<file path="src/rtl/sha256_msg_schedule.sv">
// SHA-256 message schedule: captures 16 words of one block, then streams W0..W63
// from a 16-word sliding window, one word per valid/ready transfer.
module sha256_msg_schedule #(
  parameter int DATA_WIDTH      = 32,
  parameter int WORDS_PER_BLOCK = 16,
  parameter int ROUNDS          = 64
) (
  input  logic                  clk,
  input  logic                  rst_n,
  input  logic [DATA_WIDTH-1:0] data_in,
  input  logic [7:0]            MP_counter_in,
  input  logic                  MP_dv_in,
  output logic [DATA_WIDTH-1:0] W_out,
  output logic [5:0]            W_idx_out,
  output logic                  W_dv_out,
  input  logic                  W_ready_in,
  output logic                  busy_out,
  output logic                  block_done_out
);

  // Handshake: a schedule word moves when W_dv_out && W_ready_in at a rising clk edge;
  // while W_ready_in is low, W_out/W_idx_out hold. Input words are accepted only when busy_out is low.

  typedef enum logic {
    LOAD = 1'b0,
    EMIT = 1'b1
  } state_t;

  state_t                       state, state_nxt;
  logic [DATA_WIDTH-1:0]        win [WORDS_PER_BLOCK];
  logic [WORDS_PER_BLOCK-1:0]   mask;
  logic [5:0]                   t;
  logic                         done_q;

  logic                         load_hit;
  logic [3:0]                   load_idx;
  logic                         mask_full;
  logic                         xfer;
  logic                         last;
  logic [DATA_WIDTH-1:0]        new_word;

  function automatic logic [31:0] rotr(input logic [31:0] x, input int n);
    return (x >> n) | (x << (32 - n));
  endfunction

  function automatic logic [31:0] sigma0(input logic [31:0] x);
    return rotr(x, 7) ^ rotr(x, 18) ^ (x >> 3);
  endfunction

  function automatic logic [31:0] sigma1(input logic [31:0] x);
    return rotr(x, 17) ^ rotr(x, 19) ^ (x >> 10);
  endfunction

  assign load_idx  = MP_counter_in[3:0];
  assign load_hit  = (state == LOAD) && MP_dv_in && (MP_counter_in < 8'(WORDS_PER_BLOCK));
  assign mask_full = &mask;
  assign xfer      = (state == EMIT) && W_ready_in;
  assign last      = (t == 6'(ROUNDS - 1));

  // Single expansion path, always fed from the registered (pre-shift) window.
  assign new_word = sigma1(win[14]) + win[9] + sigma0(win[1]) + win[0];

  always_comb begin
    state_nxt = state;
    case (state)
      LOAD:    if (mask_full) state_nxt = EMIT;
      EMIT:    if (xfer && last) state_nxt = LOAD;
      default: state_nxt = LOAD;
    endcase
  end

  always_ff @(posedge clk or negedge rst_n) begin
    if (!rst_n) begin
      state  <= LOAD;
      mask   <= '0;
      t      <= '0;
      done_q <= 1'b0;
      for (int i = 0; i < WORDS_PER_BLOCK; i++) win[i] <= '0;
    end else begin
      state  <= state_nxt;
      done_q <= xfer && last;
      // Last write wins, so a packer holding a word for several cycles is harmless.
      if (load_hit) begin
        win[load_idx]  <= data_in;
        mask[load_idx] <= 1'b1;
      end
      if ((state == LOAD) && mask_full) t <= '0;
      if (xfer) begin
        if (last) begin
          mask <= '0;
          t    <= '0;
        end else begin
          for (int i = 0; i < WORDS_PER_BLOCK - 1; i++) win[i] <= win[i+1];
          win[WORDS_PER_BLOCK-1] <= new_word;
          t <= t + 6'd1;
        end
      end
    end
  end

  assign W_out          = (state == EMIT) ? win[0] : '0;
  assign W_idx_out      = t;
  assign W_dv_out       = (state == EMIT);
  assign busy_out       = (state == EMIT);
  assign block_done_out = done_q;

endmodule

</file>
<file path="config.mk">
export PLATFORM = sky130hd
export DESIGN_NAME = sha256_msg_schedule
export DESIGN_NICKNAME = d
export VERILOG_FILES = /design/src/rtl/sha256_msg_schedule.sv
export SDC_FILE = /design/constraint.sdc
export NUM_CORES = 1
export LEC_CHECK = 0
export CORE_ASPECT_RATIO = 1.4
export CORE_UTILIZATION = 32
export DETAILED_ROUTE_END_ITERATION = 8
export PLACE_DENSITY = 0.49
export SYNTH_ARGS = -nofsm -noshare
export SYNTH_HDL_FRONTEND = slang
export SYNTH_SLANG_ARGS = --single-unit
</file>
<file path="constraint.sdc">
create_clock -name clk -period 6.3 [get_ports clk]
set_input_delay 1.26 -clock clk [delete_from_list [all_inputs] [get_ports clk]]
set_output_delay 1.26 -clock clk [all_outputs]
set_load 0.005 [all_outputs]
</file>
**Word-level counts from Yosys, hierarchy flattened**

Cells that the tools add are included.

- Add/subtract/negate cells: 4
- $lt $le $gt $ge: 5
- Equality and inequality tests: 1
- Multiplexer cells: 18
- Bitwise logic cells: 11
- Reduce and logical (&&, ||, !) cells: 9

Operator list:

| kind | count |
|---|---|
| $mux 512 | 3 |
| $bwmux 512 | 1 |
| $demux 32 s4 | 1 |
| $add 32x32->32 | 3 |
| $mux 32 | 2 |
| $xor 32x32->32 | 2 |
| $mux 16 | 3 |
| $or 13x32->32 | 1 |
| $or 14x32->32 | 1 |
| $or 15x32->32 | 1 |
| $or 25x32->32 | 1 |
| $xor 32x22->32 | 1 |
| $xor 32x29->32 | 1 |
| $mux 6 | 3 |
| $or 16x16->16 | 1 |
| $reduce_and 16->1 | 1 |
| $lt 8x5->1 const B | 1 |
| $logic_and 1x1->1 | 7 |
| $add 6x1->6 const B | 1 |
| $eq 6x6->1 const B | 1 |
| $ge 5x5->1 const B | 1 |
| $lt 4x5->1 const B | 1 |
| $lt 5x1->1 const B | 1 |
| $not 4->5 | 1 |
| other kinds (6) | 8 |

- Register bits after elaboration: 536
- Input port bits: 44
- Output and inout port bits: 41
- Logic and storage cells: 68

**Depth between registers and ports, before layout**

Gate-level depths: netlist (run 1).

- Word-level depth: 9
- Depth in mapped cells: 15
- Depth with buffers taken out: 14

**Worst setup path before layout (run 1)**

OpenSTA, ideal clock, no wires.

- Path type: reg2reg
- Start point: reg win[50] (netlist name)
- End point: reg win[21] (netlist name)
- Setup time: 0.120 ns
- Data arrival time: 3.950 ns
- Path slack: 2.230 ns
- Stages on the path, launching flop included: 16
- Path buffers: 1
- Period minus slack after synthesis: 4.070 ns
- Cell sequence: dfrtp_1 clkbuf_1 xor2_1 xnor2_1 fa_1 inv_1 fa_1 ha_1 fa_1 a211oi_1 nor2_1 o311ai_2 a31o_2 a21oi_1 or3_1 a31o_2

- Word-level cells in the longest chain between the ends: 8

RTL lines:

| what | line | source |
|---|---|---|
| from (decl) | 30 | `logic [DATA_WIDTH-1:0] win [WORDS_PER_BLOCK];` |
| from (signal, indexed assignment) | 84 | `win[load_idx] <= data_in;` |
| from (signal, indexed assignment) | 94 | `win[WORDS_PER_BLOCK-1] <= new_word;` |
| $or 15x32->32 | 43 | `return (x >> n) \| (x << (32 - n));` |
| $xor 32x32->32 | 51 | `return rotr(x, 17) ^ rotr(x, 19) ^ (x >> 10);` |
| $xor 32x22->32 * | 51 |  |
| $add 32x32->32 * (3 in a row) | 61 | `assign new_word = sigma1(win[14]) + win[9] + sigma0(win[1]) + win[0];` |
| $mux 512 * | 89 | `if (last) begin` |
| $mux 512 * | 88 | `if (xfer) begin` |

Every way passes the cells marked *; elsewhere a longest branch is shown, timed or not.
A chain may end at the register's enable or synchronous reset.

**Final worst setup path (run 1)**

- Start point: reg win[50] (netlist name)
- End point: reg win[29] (netlist name)

Same word-level chain as after synthesis.

==> run metrics, run 1 <==
Final Max Slew Viols 0; critical setup path kind reg2reg; area occupied by registers 13,410 µm²; Crit path top cell by count fa_1; top_reg_cell synth dfrtp_1; share of cells above drive strength 1 5.582%; Max Freq 207.9 MHz; family with the most delay on the worst path compound AO/OA/AOI/OAI gates; final setup margin 1.491 ns; Crit path buffers/inverters 1; skew final 0.02501 ns; DRC 0; area of the multi-input gates 14,360 µm²; Core ar. 90,970 µm²; antenna violation net count after detailed routing 0; Synth Cell Area 29,380 µm²; Routability Congestion 0.9685; num rows 131; total gr overflow 0; Slew @ Worst Pin 1.002 ns; Mean Syn Cell Area 9.828 µm²; Async S/R FF share, synth 100.0%; CTS tree built; Hold Crit Class reg2reg; final worst path period need 4.809 ns; Slew HR 33.01%; Die Area 93,030 µm²; GRT Util Overall 19.11%; final hold slack 0.4733 ns; Worst path slowest cell o311ai_2; required time worst endpoint 6.78 ns; wire per inst 21.29 µm; Die Y 360.5 µm; dpl ws 1.569 ns; cts bufs inserted 55; CTS sink cnt 536; Critical Path Source Type flop; DP HPWL 62,040 µm; Clk Tree Root Cell clkbuf_16; CP cell instances xor2_1 > xnor2_1 > fa_1 > inv_1 > fa_1 > ha_1 > fa_1 > a211oi_1 > nor2_1 > o311ai_2 > a31o_2 > a21oi_1 > a2111oi_0 > a211oi_1; first-pass GRT wire length 136,700 µm; largest net degree at the start of global routing 213; vias in the first global route 21,220; synth-to-layout area growth 11.94%; antenna violations before repair 1; Post-CTS Setup Bufs 0; # H-tree levels 2; IO buf count 84; Power Dens Cells 509.9 nW/µm²; total setup violations reported at the end of the flow 0; slowest stage delay, CP 0.52 ns; clock latency on the worst-skew pair 0.63 ns; crit path max fanout 5; Fin. Hold Viols 0; Antenna Cells 0; Worst setup EP type flop; WL final 88,410 µm; count of unique library cells instantiated by Yosys 66; warning count from the yosys run 0; Crit path arrival time 5.29 ns; router iterations before antenna repair 5; CTS max path bufs 3; routed vias 20,680; FILL cells 9,164; syn_nets 3,127; number of flops mapped to enable cells by yosys 0; sequential fraction of the synthesis area 45.66%; Top Ports 85; fin crit share 76.34%; starting density of the core 32.29%; Final nets 3,051; Lkg Pwr 0.01458 µW; initial DRC count 1,258; RSZ-0062 raised after global routing false; die width 258.1 µm; Max-cap violations 0; Vias/cell 4.980; sum of negative setup slack 0 ns; status complete, no violations; PostCTS Resize Cnt 0; Hold Buf Count CTS 0; flops & latches, synth 536; post-route core utilization 36.15%; Reg clk slew, reported paths 0.06 ns; peak supply drop 294.4 µV; Syn Inst Count 2,989
[through the flow]
stage          area [µm²]  power, µW  instances
6_report            32880      16770       4153
4_1_cts             32880      16920       4153
3_5_place_dp        31070      13430       4053
5_1_grt             32880      18110       4153
2_1_floorplan       29380      10950       2989
3_3_place_gp        31070      13470       4053
[registers in the layout (all words and copies together) (netlist names)]
register and cells:
W_dv_out 1, W_idx_out 6, block_done_out 1, mask 16
win 512
[cell usage in the layout, fill, tap and decap left out, drive strengths merged, types with 6 or more instances in the layout]
master         netlist  final
a211oi              22     22
and2                36     36
clkinv               1     11
nor2                52     52
nor2b               12     12
dfrtp              536    536
ha                  32     32
xnor2               84     84
inv                130    130
nand2              526    526
o21ai              522    522
a21o                16     16
nand2b               6      6
a21oi               41     41
buf                 63     45
mux2i              501    501
nand3               12     12
fa                  62     62
clkbuf             198     85
xor2                53     53
nand4                8      8
and3                11     11
clkdlybuf4s50        0     83
[final cells by class]
class	instances	share of cell area (%)
repair buffers	128	3.995
clock inverters	15	0.5403
well taps	1197	4.554
flip-flops and latches	536	40.79
inverters	131	1.495
clock buffers	85	4.962
multi-input cells	2061	43.67
[cells in the mapped netlist (31+ instances only)]
master    number  share of area [%]
dfrtp_1      536                 46
nand2_1      525                6.7
mux2i_1      501                 17
o21ai_0      462                7.9
clkbuf_1     198                2.5
inv_1        130                1.7
xnor2_1       84                2.5
fa_1          62                4.2
o21ai_1       60                1.0
xor2_1        53                1.6
nor2_1        43               0.55
a21oi_1       41               0.70
and2_1        36               0.77
ha_1          32                1.4
buf_4         31               0.79
[worst reg2reg max path, cell delays in order (launching register included)]
cell and delay [ns]:
dfrtp_1 0.46, xor2_1 0.20, xnor2_1 0.34, fa_1 0.49
inv_1 0.08, fa_1 0.41, ha_1 0.25, fa_1 0.49
a211oi_1 0.27, nor2_1 0.14, o311ai_2 0.52, a31o_2 0.32
a21oi_1 0.13, a2111oi_0 0.46, a211oi_1 0.09
[per-layer routing]
layer,GRT usage [%],part of all wire (%)
met1,24.02,43
met4,6.022,3.1
met3,1.777,2.3
met5,0,0
met2,34.21,51
[power breakdown]
part	internal, µW	switching, µW	total, µW
clock network	1940	1420	3360
registers	4300	813	5110
logic	3410	4890	8300
[cell families (layout without fill, tap and decap cells)]
| logic type | Yosys count | after routing | share of synthesized area (%) |
|---|---|---|---|
| buffers and inverters | 392 | 359 | 5.656 |
| flip-flops | 536 | 536 | 45.66 |
| AND/OR/NAND/NOR | 688 | 688 | 10.12 |
| AO/OA/AOI/OAI | 640 | 640 | 11.78 |
| XOR/XNOR | 137 | 137 | 4.085 |
| multiplexers | 502 | 502 | 17.11 |
| adder cells (fa/ha/maj) | 94 | 94 | 5.588 |
[worst paths after layout]
path | cells after the start | startpoint | slack, ns | to
max | 14 | win[50] | 1.49 | win[29]
min | 2 | win[281] | 0.47 | win[313]
max reg2reg | 14 | win[50] | 1.49 | win[29]
min reg2reg | 2 | win[281] | 0.47 | win[313]
max in group asynchronous | 2 | rst_n | 4.33 | win[326]
min in group asynchronous | 1 | rst_n | 0.71 | win[364]
Power figures use the tool's default switching activity.
==> run 2, diff against run 1 <==
==> constraint.sdc (replaced) <==
create_clock -name clk -period 5 [get_ports clk]
set_input_delay 1 -clock clk [delete_from_list [all_inputs] [get_ports clk]]
set_output_delay 1 -clock clk [all_outputs]
set_load 0.005 [all_outputs]
==> run 2 against run 1 <==
Against the previous run: via count is 1.1% higher; routed wire length is 3.1% higher; non-clock buffer count is 31 higher; critical endpoint is now win[24].
==> run metrics, run 2 (synthesis results as in run 1) <==
Die Area 93,030 µm² (unchanged); Final nets 3,083 (+1.0%); Slew @ Worst Pin 0.9104 ns (-0.09133 ns); IO buf count 84 (unchanged); cts bufs inserted 56 (+1.8%); Worst path depth 14 (unchanged); Worst setup EP type flop; Hold Buf Count CTS 0 (unchanged); critical setup path kind reg2reg; Post-CTS Setup Bufs 0 (unchanged); skew final 0.01807 ns (-0.006940 ns); total setup violations reported at the end of the flow 0 (unchanged); Slew HR 39.12% (+6.1 points); share of cells above drive strength 1 6.767% (+1.2 points); Routability Congestion 0.9460 (-2.3%); status complete, no violations; num rows 131 (unchanged); Antenna Cells 0 (unchanged); CTS max path bufs 3 (unchanged); commonest non-fill, non-tap cell in the layout dfrtp_1; Lkg Pwr 0.01481 µW (+1.6%); DRC 0 (unchanged); antenna violations before repair 0 (-1); crit path max fanout 8 (+3); die width 258.1 µm (unchanged); largest net degree at the start of global routing 117 (-45%); peak supply drop 366.0 µV (+24%); RSZ-0062 raised after global routing false; routed vias 20,900 (+1.1%); # H-tree levels 2 (unchanged); family with the most delay on the worst path adder cells; Top Ports 85 (unchanged); antenna violation net count after detailed routing 0 (unchanged); GRT Util Overall 19.68% (+0.57 points); router iterations before antenna repair 6 (+1); Clk Tree Root Cell clkbuf_16; Top reg by flops win; reg2reg end win[24]; Critical Path End win[24]; beginning of the worst register-to-register path win[52]; Crit path arrival time 5.07 ns (-0.22 ns); max reg flops 512 (unchanged); Vias/cell 4.999 (+0.37%); required time worst endpoint 5.52 ns (-1.26 ns); Max Freq 219.9 MHz (+5.7%); Die Y 360.5 µm (unchanged); starting density of the core 32.29% (unchanged); Crit path buffers/inverters 2 (+1); Hold Crit Class in2async; CTS tree built; initial DRC count 1,279 (+1.7%); total gr overflow 0 (unchanged); Flop pwr share 29.7% (-0.8 points); CTS sink cnt 536 (unchanged); Core ar. 90,970 µm² (unchanged); first-pass GRT wire length 139,200 µm (+1.8%); Worst path slowest cell fa_1; Switching Power 9118 µW (+28%); DP HPWL 65,010 µm (+4.8%); Final Max Slew Viols 0 (unchanged); synth-to-layout area growth 13.31%; combinational share of power 49.8% (+0.3 points); Reg2Reg Depth 14 (unchanged); WL final 91,150 µm (+3.1%); final std cells w/o fill 4,182 (+0.70%); slowest stage delay, CP 0.50 ns (-0.02 ns); PostCTS Resize Cnt 0 (unchanged); Crit path top cell by count fa_1; Max-cap violations 0 (unchanged); post-route core utilization 36.59% (+0.44 points); flop2flop setup slack 0.45 ns (-1.04 ns); clock latency on the worst-skew pair 0.64 ns (about the same); placed cell count 4,084 (+0.76%); most frequent cells in the layout dfrtp_1 (536), nand2_1 (524), mux2i_1 (501); Reg clk slew, reported paths 0.06 ns (about the same); clock power share 20.5% (+0.5 points); Internal 12,340 µW (+28%); fin crit share 90.96% (+15 points); wire per inst 21.80 µm (+2.4%); final worst path period need 4.548 ns (-0.2614 ns); Fin. Hold Viols 0 (unchanged); Critical Path Source Type flop; Power Dens Cells 644.8 nW/µm² (+26%); CP cell instances buf_4 > xor2_1 > xnor2_1 > fa_1 > inv_1 > fa_1 > ha_1 > o21a_1 > a211oi_2 > nor4b_4 > nor4_4 > nor3b_4 > or4_1 > and3_1; switching share of power 42.49% (about the same); sum of negative setup slack 0 ns (unchanged); Worst Setup SP win[52]; vias in the first global route 21,200 (-0.061%)
## run 2: cell count changes in the layout (fill, tap and decap cells not counted), moves of 2 or more
cell | before | now
buf_12 | 11 | 16
buf_4 | 33 | 59
clkbuf_1 | 18 | 10
clkbuf_8 | 10 | 14
clkinv_2 | 10 | 6
inv_6 | 0 | 2
## run 2: how the worst min path moves through the flow
stage	end	cells after the start
6_report	win[320]	1
5_1_grt	win[320]	1
4_1_cts	win[227]	1
3_5_place_dp	win[61]	2
3_3_place_gp	win[163]	2
2_1_floorplan	win[41]	2
## run 2: per-layer routing
| layer | GRT usage (%) | share of wire, % |
|---|---|---|
| met1 | 24.69 | 43 |
| met2 | 35.84 | 52 |
| met3 | 1.784 | 2.1 |
| met4 | 5.082 | 2.4 |
| met5 | 0 | 0 |
## run 2: final cells by class
cell class,instances,area [µm²]
Multi-Input combinational cell,2061,14360
Tap cell,1197,1498
Sequential cell,536,13410
Clock buffer,82,1682
Fill cell,9086,57680
Timing Repair Buffer,159,1609
Clock inverter,16,229.0
Inverter,131,491.7
## run 2: stage by stage
step	power, µW	hold WS [ns]	worst slack (ns)	area (µm²)
finish	21460	0.3950	0.4520	33290
global placement	17080	0.4553	0.3633	31380
CTS	21630	0.4288	0.3959	33290
floorplan	13800	0.4422	0.9302	29380
global route	23100	0.4281	0.2427	33290
detailed placement	17070	0.4602	0.4307	31380
## run 2: power groups by stage
stage	logic [µW]	clock network (µW)	registers (µW)
final	10700	4410	6380
after detailed placement	10600	0	6450
after global routing	11900	4700	6490
after CTS	10700	4540	6380
after floorplan	7890	0	5910
after global placement	10700	0	6410
